File: config.mk
export PLATFORM = sky130hd
export DESIGN_NAME = uart_rx_capture
export DESIGN_NICKNAME = d
export VERILOG_FILES = /design/src/rtl/uart_rx_capture.sv
export SDC_FILE = /design/constraint.sdc
export NUM_CORES = 1
export LEC_CHECK = 0
export BUFFER_PORTS_ARGS = -buffer_cell sky130_fd_sc_hd__buf_2
export CORE_MARGIN = 8
export CORE_UTILIZATION = 40
export CTS_BUF_LIST = sky130_fd_sc_hd__clkbuf_4 sky130_fd_sc_hd__clkbuf_8
export DETAILED_ROUTE_END_ITERATION = 16
export GPL_TIMING_DRIVEN = 0
export PLACE_DENSITY = 0.63
export SYNTH_ARGS = -nofsm -noshare
export SYNTH_HDL_FRONTEND = slang
export SYNTH_SLANG_ARGS = --single-unit
File: constraint.sdc
create_clock -name sys_clk -period 7.1 [get_ports sys_clk]
set_clock_uncertainty 0.1 [all_clocks]
set_input_delay 0.71 -clock sys_clk [delete_from_list [all_inputs] [get_ports sys_clk]]
set_output_delay 0.71 -clock sys_clk [all_outputs]
set_load 0.01 [all_outputs]
File: src/rtl/uart_rx_capture.sv
// uart_rx_capture
//   16x-oversampling UART receiver (8 data bits, LSB first, 1 stop bit)
//   that pushes every good byte into a small first-word-fall-through FIFO.
//
//   Optional feature macro: UART_RX_PARITY_EN
//     When defined, one even-parity bit follows the data bits, and the
//     sticky output parity_err exists. A byte with bad parity is discarded.
//     The stop bit is still checked for that frame.
//
// Parameters
//   CLK_DIV    : sys_clk cycles per 16x oversample tick
//   FIFO_DEPTH : receive FIFO entries (power of two, >= 2)
//
// Ports
//   sys_clk    : the only clock, rising edge
//   sys_rst    : asynchronous, active-high reset
//   uart_rx    : serial input, idle high (asynchronous to sys_clk)
//   out_data   : byte at the FIFO head (0 when the FIFO is empty)
//   out_valid  : FIFO non-empty
//   out_ready  : consumer takes the head byte when out_valid is also high
//   fifo_count : number of bytes held
//   frame_err  : sticky, a stop bit was sampled low
//   overrun    : sticky, a byte was dropped because the FIFO was full
//   parity_err : sticky, parity mismatch (only with UART_RX_PARITY_EN)
//   err_clr    : one-cycle clear of all sticky flags (a new error wins)

module uart_rx_capture #(
  parameter int CLK_DIV    = 54,
  parameter int FIFO_DEPTH = 8
) (
  input  logic                        sys_clk,
  input  logic                        sys_rst,
  input  logic                        uart_rx,
  output logic [7:0]                  out_data,
  output logic                        out_valid,
  input  logic                        out_ready,
  output logic [$clog2(FIFO_DEPTH):0] fifo_count,
  output logic                        frame_err,
  output logic                        overrun,
`ifdef UART_RX_PARITY_EN
  output logic                        parity_err,
`endif
  input  logic                        err_clr
);

  localparam int AW = $clog2(FIFO_DEPTH);
  localparam int DW = (CLK_DIV > 1) ? $clog2(CLK_DIV) : 1;

  typedef enum logic [2:0] {
    IDLE   = 3'd0,
    START  = 3'd1,
    DATA   = 3'd2,
`ifdef UART_RX_PARITY_EN
    PARITY = 3'd3,
`endif
    STOP   = 3'd4,
    BREAK  = 3'd5
  } state_t;

  // Synchronizer resets to the idle line level so reset never looks like a start bit.
  logic rx_meta_reg, rx_sync_reg;
  always_ff @(posedge sys_clk or posedge sys_rst) begin
    if (sys_rst) begin
      rx_meta_reg <= 1'b1;
      rx_sync_reg <= 1'b1;
    end else begin
      rx_meta_reg <= uart_rx;
      rx_sync_reg <= rx_meta_reg;
    end
  end

  // Free-running oversample divider.
  logic [DW-1:0] div_cnt_reg;
  logic          tick;
  assign tick = (div_cnt_reg == DW'(CLK_DIV - 1));
  always_ff @(posedge sys_clk or posedge sys_rst) begin
    if (sys_rst) div_cnt_reg <= '0;
    else         div_cnt_reg <= tick ? '0 : div_cnt_reg + 1'b1;
  end

  // Receiver FSM. The 4-bit tick counter wraps 15 -> 0 on its own, so each
  // 16-tick bit period ends exactly when the counter reads 15.
  state_t     state_reg, state_next;
  logic [3:0] tick_cnt_reg, tick_cnt_next;
  logic [2:0] bit_cnt_reg, bit_cnt_next;
  logic [7:0] shift_reg, shift_next;
  logic       push, set_frame_err;
`ifdef UART_RX_PARITY_EN
  logic       par_bad_reg, par_bad_next, set_parity_err;
`endif

  always_ff @(posedge sys_clk or posedge sys_rst) begin
    if (sys_rst) begin
      state_reg    <= IDLE;
      tick_cnt_reg <= '0;
      bit_cnt_reg  <= '0;
      shift_reg    <= '0;
`ifdef UART_RX_PARITY_EN
      par_bad_reg  <= 1'b0;
`endif
    end else begin
      state_reg    <= state_next;
      tick_cnt_reg <= tick_cnt_next;
      bit_cnt_reg  <= bit_cnt_next;
      shift_reg    <= shift_next;
`ifdef UART_RX_PARITY_EN
      par_bad_reg  <= par_bad_next;
`endif
    end
  end

  always_comb begin
    state_next    = state_reg;
    tick_cnt_next = tick_cnt_reg;
    bit_cnt_next  = bit_cnt_reg;
    shift_next    = shift_reg;
    push          = 1'b0;
    set_frame_err = 1'b0;
`ifdef UART_RX_PARITY_EN
    par_bad_next   = par_bad_reg;
    set_parity_err = 1'b0;
`endif
    case (state_reg)
      IDLE: begin
        if (tick && !rx_sync_reg) begin
          tick_cnt_next = '0;
          bit_cnt_next  = '0;
`ifdef UART_RX_PARITY_EN
          par_bad_next  = 1'b0;
`endif
          state_next    = START;
        end
      end
      START: begin
        // Re-check the line half a bit in; a high here was only a glitch.
        if (tick) begin
          tick_cnt_next = tick_cnt_reg + 4'd1;
          if (tick_cnt_reg == 4'd7) begin
            tick_cnt_next = '0;
            state_next    = rx_sync_reg ? IDLE : DATA;
          end
        end
      end
      DATA: begin
        if (tick) begin
          tick_cnt_next = tick_cnt_reg + 4'd1;
          if (tick_cnt_reg == 4'd15) begin
            shift_next   = {rx_sync_reg, shift_reg[7:1]};
            bit_cnt_next = bit_cnt_reg + 3'd1;
            if (bit_cnt_reg == 3'd7) begin
`ifdef UART_RX_PARITY_EN
              state_next = PARITY;
`else
              state_next = STOP;
`endif
            end
          end
        end
      end
`ifdef UART_RX_PARITY_EN
      PARITY: begin
        // Even parity: the parity bit equals the XOR of the data bits.
        if (tick) begin
          tick_cnt_next = tick_cnt_reg + 4'd1;
          if (tick_cnt_reg == 4'd15) begin
            if (rx_sync_reg != ^shift_reg) begin
              par_bad_next   = 1'b1;
              set_parity_err = 1'b1;
            end
            state_next = STOP;
          end
        end
      end
`endif
      STOP: begin
        if (tick) begin
          tick_cnt_next = tick_cnt_reg + 4'd1;
          if (tick_cnt_reg == 4'd15) begin
            if (rx_sync_reg) begin
`ifdef UART_RX_PARITY_EN
              push = !par_bad_reg;
`else
              push = 1'b1;
`endif
              state_next = IDLE;
            end else begin
              set_frame_err = 1'b1;
              state_next    = BREAK;
            end
          end
        end
      end
      BREAK: begin
        if (rx_sync_reg) state_next = IDLE;
      end
      default: state_next = IDLE;
    endcase
  end

  // FIFO: extra pointer MSB distinguishes full from empty.
  logic [7:0]  mem [FIFO_DEPTH];
  logic [AW:0] wr_ptr_reg, rd_ptr_reg;
  logic        full, do_pop, do_write, set_overrun;

  assign full        = (wr_ptr_reg[AW] != rd_ptr_reg[AW]) &&
                       (wr_ptr_reg[AW-1:0] == rd_ptr_reg[AW-1:0]);
  assign out_valid   = (wr_ptr_reg != rd_ptr_reg);
  assign fifo_count  = wr_ptr_reg - rd_ptr_reg;
  assign do_pop      = out_valid && out_ready;
  // When full, a simultaneous pop frees the slot being written this cycle.
  assign do_write    = push && (!full || do_pop);
  assign set_overrun = push && full && !do_pop;
  assign out_data    = out_valid ? mem[rd_ptr_reg[AW-1:0]] : 8'h00;

  always_ff @(posedge sys_clk) begin
    if (do_write) mem[wr_ptr_reg[AW-1:0]] <= shift_reg;
  end

  always_ff @(posedge sys_clk or posedge sys_rst) begin
    if (sys_rst) begin
      wr_ptr_reg <= '0;
      rd_ptr_reg <= '0;
    end else begin
      if (do_write) wr_ptr_reg <= wr_ptr_reg + 1'b1;
      if (do_pop)   rd_ptr_reg <= rd_ptr_reg + 1'b1;
    end
  end

  // Sticky flags: a new error in the same cycle as err_clr keeps the flag set.
  logic frame_err_reg, overrun_reg;
  always_ff @(posedge sys_clk or posedge sys_rst) begin
    if (sys_rst) begin
      frame_err_reg <= 1'b0;
      overrun_reg   <= 1'b0;
    end else begin
      frame_err_reg <= set_frame_err || (frame_err_reg && !err_clr);
      overrun_reg   <= set_overrun   || (overrun_reg   && !err_clr);
    end
  end
  assign frame_err = frame_err_reg;
  assign overrun   = overrun_reg;

`ifdef UART_RX_PARITY_EN
  logic parity_err_reg;
  always_ff @(posedge sys_clk or posedge sys_rst) begin
    if (sys_rst) parity_err_reg <= 1'b0;
    else         parity_err_reg <= set_parity_err || (parity_err_reg && !err_clr);
  end
  assign parity_err = parity_err_reg;
`endif

endmodule

Word-level counts from Yosys, hierarchy flattened
Memory sizes are Yosys's and may differ from the RTL's.
Index checks and enable logic that the tools add are counted.
{ "totals": {"register_bits": 36, "ram_bits": 64, "in_bits": 5, "output_inout_bits": 15, "word_cells": 95, "mem_count": 1} }
{ "op_classes": {"addsub": 6, "n_eq_ne": 21, "n_mux": 33, "reduce_logical": 23} }
{ "mem_list": {"columns": ["memory", "depth", "word_bits", "read_ports", "rd_ports_with_merged_regs", "write_ports", "line", "rtl"], "rows": [
  ["mem", 8, 8, 1, 0, 1, "201", "logic [7:0] mem [FIFO_DEPTH];"]
]} }
{ "ops": {"columns": ["operator", "count"], "rows": [
  ["$mux W3", 13],
  ["$ne A2 B2 Y1 const B", 9],
  ["$mux W4", 4],
  ["$pmux W3 S5", 1],
  ["$add A4 B1 Y4 const B", 3],
  ["$pmux W4 S3", 1],
  ["$mux W1", 10],
  ["$eq A3 B3 Y1 const B", 3],
  ["$reduce_and A9 Y1", 1],
  ["$logic_and A1 B1 Y1", 8],
  ["$mux W8", 1],
  ["$reduce_and A4 Y1", 2],
  ["$add A6 B1 Y6 const B", 1],
  ["$eq A6 B6 Y1 const B", 1],
  ["$mux W6", 1],
  ["$pmux W3 S2", 1],
  ["$eq A4 B3 Y1 const B", 1],
  ["$eq A4 B4 Y1 const B", 1],
  ["$logic_not A1 Y1", 4],
  ["$ne A4 B4 Y1", 1],
  ["$sub A4 B4 Y4", 1],
  ["$add A3 B1 Y3 const B", 1],
  ["$eq A3 B1 Y1 const B", 1],
  ["$eq A3 B2 Y1 const B", 1],
  ["10 further kinds", 12]
]} }

Depth between registers and ports, before layout
{ "logic_depth": {"depth_word": 7, "mapped_depth": 10, "depth_no_buf": 7} }

Worst setup path after synthesis
OpenSTA, ideal clock, no wires.
{ "synth_timing": {"kind": "register -> register", "startpoint": "register rd_ptr_reg[1]", "endpoint": "memory mem[0][0], enable pin", "setup_time_ps": 383, "arrival_time_ps": 2479, "required_time_ps": 6617, "slack_ps": 4138, "path_stages_with_launch": 10, "n_path_buf": 2, "synth_period_minus_slack_ps": 2962, "cell_sequence": "dfrtp_1 -> clkbuf_1 -> buf_2 -> inv_1 -> ha_1 -> nand3_1 -> nor3_1 -> nor3_4 -> nand2b_1 -> nor3_1"} }
{ "synth_via": {"elab_chain_len": 7, "word_cells_on_any_way": 9, "cone_classes": "eq/ne (2); mux (2); reduce/logical (5)"} }
{ "synth_rtl": {"columns": ["element", "line", "rtl"], "rows": [
  ["from (decl)", "202", "logic [AW:0] wr_ptr_reg, rd_ptr_reg;"],
  ["from (signal assigned)", "225", "if (do_pop) rd_ptr_reg <= rd_ptr_reg + 1'b1;"],
  ["$eq A3 B3 Y1", "206", "(wr_ptr_reg[AW-1:0] == rd_ptr_reg[AW-1:0]);"],
  ["$logic_and A1 B1 Y1", "205", "assign full = (wr_ptr_reg[AW] != rd_ptr_reg[AW]) &&"],
  ["$logic_not A1 Y1", "211", "assign do_write = push && (!full || do_pop);"],
  ["$logic_or A1 B1 Y1 (*)", "211", null],
  ["$logic_and A1 B1 Y1 (*)", "211", null],
  ["$mux W1 (*)", "216", "if (do_write) mem[wr_ptr_reg[AW-1:0]] <= shift_reg;"],
  ["$mux W1 (not written as such) (*)", "216", null],
  ["to (decl)", "201", null]
]} }
Every way passes the cells marked *; elsewhere a longest branch is shown, timed or not.

Final worst setup path
{ "layout_timing": {"startpoint": "register rd_ptr_reg[1]", "endpoint": "memory mem[4][7], enable pin"} }
Same word-level chain as after synthesis.

==> metrics <==
largest net degree at the start of global routing 37; Filler cells 977; worst vdd ir 0.130 mV; Worst-path clk slew 0.09 ns; Initial Utilization 0.404; DR vias/cell 5.12; Hold Startpoint rx_meta_reg$_DFF_PP1_; asr flop ratio synth 0.360; Clk Latency, worst-skew pair 0.36 ns; reg2reg start rd_ptr_reg[1]$_DFFE_PP0P_; Congestion Overflow GR 0; port buffer count 19; commonest register cell after synthesis edfxtp_1; post-route cell area 4770 um2; Crit Path Category reg2reg; post-layout minimum cycle time 3.81 ns; synthesized area 4300 um2; R2R Path End mem[4][7]$_DFFE_PP_; hold worst-path end rx_sync_reg$_DFF_PP1_; Gate Count Post-Synth 299; Tcrit/Tclk final 0.537; cells on worst reg2reg path 9; RSZ-0062 raised after global routing no; number of diodes 0; CTS resizes 0; critical-path maximum fanout 10; sequential area share after synthesis 0.657; vias in the first global route 2427; post-route ant nets 0; Final Setup Violations 0; Total Routing Usage GR 0.115; post-placement cell count 458; routability cong. 0.778; final-stage net count 345; die height 120 um; first-pass GRT wire length 12.9 mm; FMAX 262 MHz; Slew HR 0.145; CP Launch Type flip-flop; Hold/Removal Path Class reg2reg; final non-filler cell total 474; Fin Setup TNS 0 ns; TritonCTS buffer count 9; area delta synth->final 11.0%; CTS tree yes; FF+latch count, synth 100; Leakage Power 1.89 nW; hold path depth 0; status complete, no violations; DRC viols 0; ratio of cells with drive above 1 in the final layout 0.219; io pins 20; Slew @ Worst Pin 1.27 ns; WL/cell 16.3 um; Post-Place Cell Area 4570 um2; Core Util, Final 0.448; Post CTS Setup Buffer Count 0; Largest register FFs 64; Detailed Route WL 7.73 mm; Ys Warns 0; max-slew violations 0; critical path startpoint rd_ptr_reg[1]$_DFFE_PP0P_; clk sinks 100; Die X-Extent 120 um; CTS Hold Bufs 0; Yosys cell types 42; Syn Area/Cell 14.4 um2; R2R setup slack 3.29 ns; Die Footprint 14300 um2; Max-Cap Viols 0; Post-synth EDFFs 64; drt pass-1 iters 4; Place WS 3.16 ns; CP Data Required Time 6.97 ns; clk buf depth 2; H-tree levels 3; Iteration-0 DRC Markers 116; Final Hold Fails 0; CP endpoint kind flip-flop; CP arrival 3.69 ns; initial antenna violation count 0; Power Density 277 nW/um2; root buffer cell clkbuf_8; Vias 2428; syn nets 315; DP HPWL 5.37 mm; PnR worst setup slack 3.29 ns; Cell Rows 38; Core Box Area 10700 um2
-- final cells by class --
| type | count | area, um2 | area share |
|---|---|---|---|
| tap | 140 | 175 | 0.0367 |
| inverter | 15 | 56.3 | 0.0118 |
| multi-input combinational | 173 | 1370 | 0.287 |
| clock inverter | 7 | 72.6 | 0.0152 |
| buffer | 11 | 53.8 | 0.0113 |
| clock buffer | 9 | 124 | 0.0260 |
| timing repair buffer | 19 | 95.1 | 0.0199 |
| sequential | 100 | 2830 | 0.592 |
-- critical path, cell delays in order, from the launching register on --
cell      delay [ns]
dfrtp_1         0.41
clkbuf_1        0.53
buf_2           0.38
inv_1           0.07
ha_1            0.31
nand3_1         0.10
nor3_1          0.09
nor3_4          0.31
nand2_1         0.14
nor3_1          0.98
-- per-layer routing --
layer / routed length [um] / global-route usage / vias up / share of wire
li1: - / - / 1163 / -
met1: 3330 / 0.145 / 1219 / 0.43
met2: 3950 / 0.193 / 41 / 0.51
met3: 381 / 0.0319 / 5 / 0.049
met4: 66 / 0.0304 / 0 / 0.0085
met5: 0 / 0 / - / 0
-- worst max-delay path by stage --
stage,end,cells past startpoint
6_report,mem[4][7]$_DFFE_PP_,9
5_1_grt,mem[4][7]$_DFFE_PP_,9
4_1_cts,mem[0][6]$_DFFE_PP_,9
3_5_place_dp,mem[0][5]$_DFFE_PP_,9
3_3_place_gp,mem[0][5]$_DFFE_PP_,9
2_1_floorplan,mem[0][0]$_DFFE_PP_,9
-- layout by cell type (no fill, tap or decap), types with 4 or more instances in the layout --
master / n
a21oi_1: 14
dfrtp_1: 34
edfxtp_1: 64
buf_2: 23
xnor2_1: 10
clkbuf_8: 9
o21ai_0: 8
mux4_2: 16
ha_1: 10
nand2_1: 38
inv_1: 13
xor2_1: 4
mux2_2: 10
nor2_1: 17
nand3_1: 14
-- kinds of logic after synthesis --
| logic type | after synthesis | share of synthesized area |
|---|---|---|
| muxes | 27 | 0.112 |
| DFF | 100 | 0.657 |
| adders and majority gates | 11 | 0.0338 |
| and+or+nand+nor | 88 | 0.0958 |
| xor gates and xnor gates | 14 | 0.0285 |
| buffers and inverters | 26 | 0.0256 |
| AOI/OAI and AO/OA | 33 | 0.0469 |
-- synthesized netlist by cell type (3+ instances only) --
| master | count | area (um2) |
|---|---|---|
| a21oi_1 | 14 | 70.1 |
| buf_2 | 4 | 20.0 |
| clkbuf_1 | 3 | 11.3 |
| dfrtp_1 | 34 | 851 |
| edfxtp_1 | 64 | 1920 |
| ha_1 | 10 | 125 |
| inv_1 | 14 | 52.6 |
| mux2_2 | 10 | 113 |
| mux4_2 | 16 | 360 |
| nand2_1 | 38 | 143 |
| nand3_1 | 14 | 70.1 |
| nand4_1 | 3 | 18.8 |
| nor2_1 | 17 | 63.8 |
| nor3_1 | 4 | 20.0 |
| nor3b_1 | 3 | 22.5 |
| o21ai_0 | 8 | 40.0 |
| xnor2_1 | 10 | 87.6 |
| xor2_1 | 4 | 35.0 |
-- metrics by stage --
step                hold WS (ns)  power [W]
floorplan                  0.245   0.000890
global placement           0.247   0.000998
detailed placement         0.248    0.00101
CTS                        0.261    0.00135
global route               0.265    0.00140
finish                     0.261    0.00132
-- report_power, final --
group | internal [W] | leakage [nW] | total (W) | switching [W]
clock network | 0.000136 | 0.0997 | 0.000342 | 0.000206
registers | 0.000627 | 1.14 | 0.000640 | 0.0000123
logic | 0.000151 | 0.658 | 0.000342 | 0.000191
total | 0.000915 | 1.89 | 0.00132 | 0.000409
(Power assumes the default switching activity.)
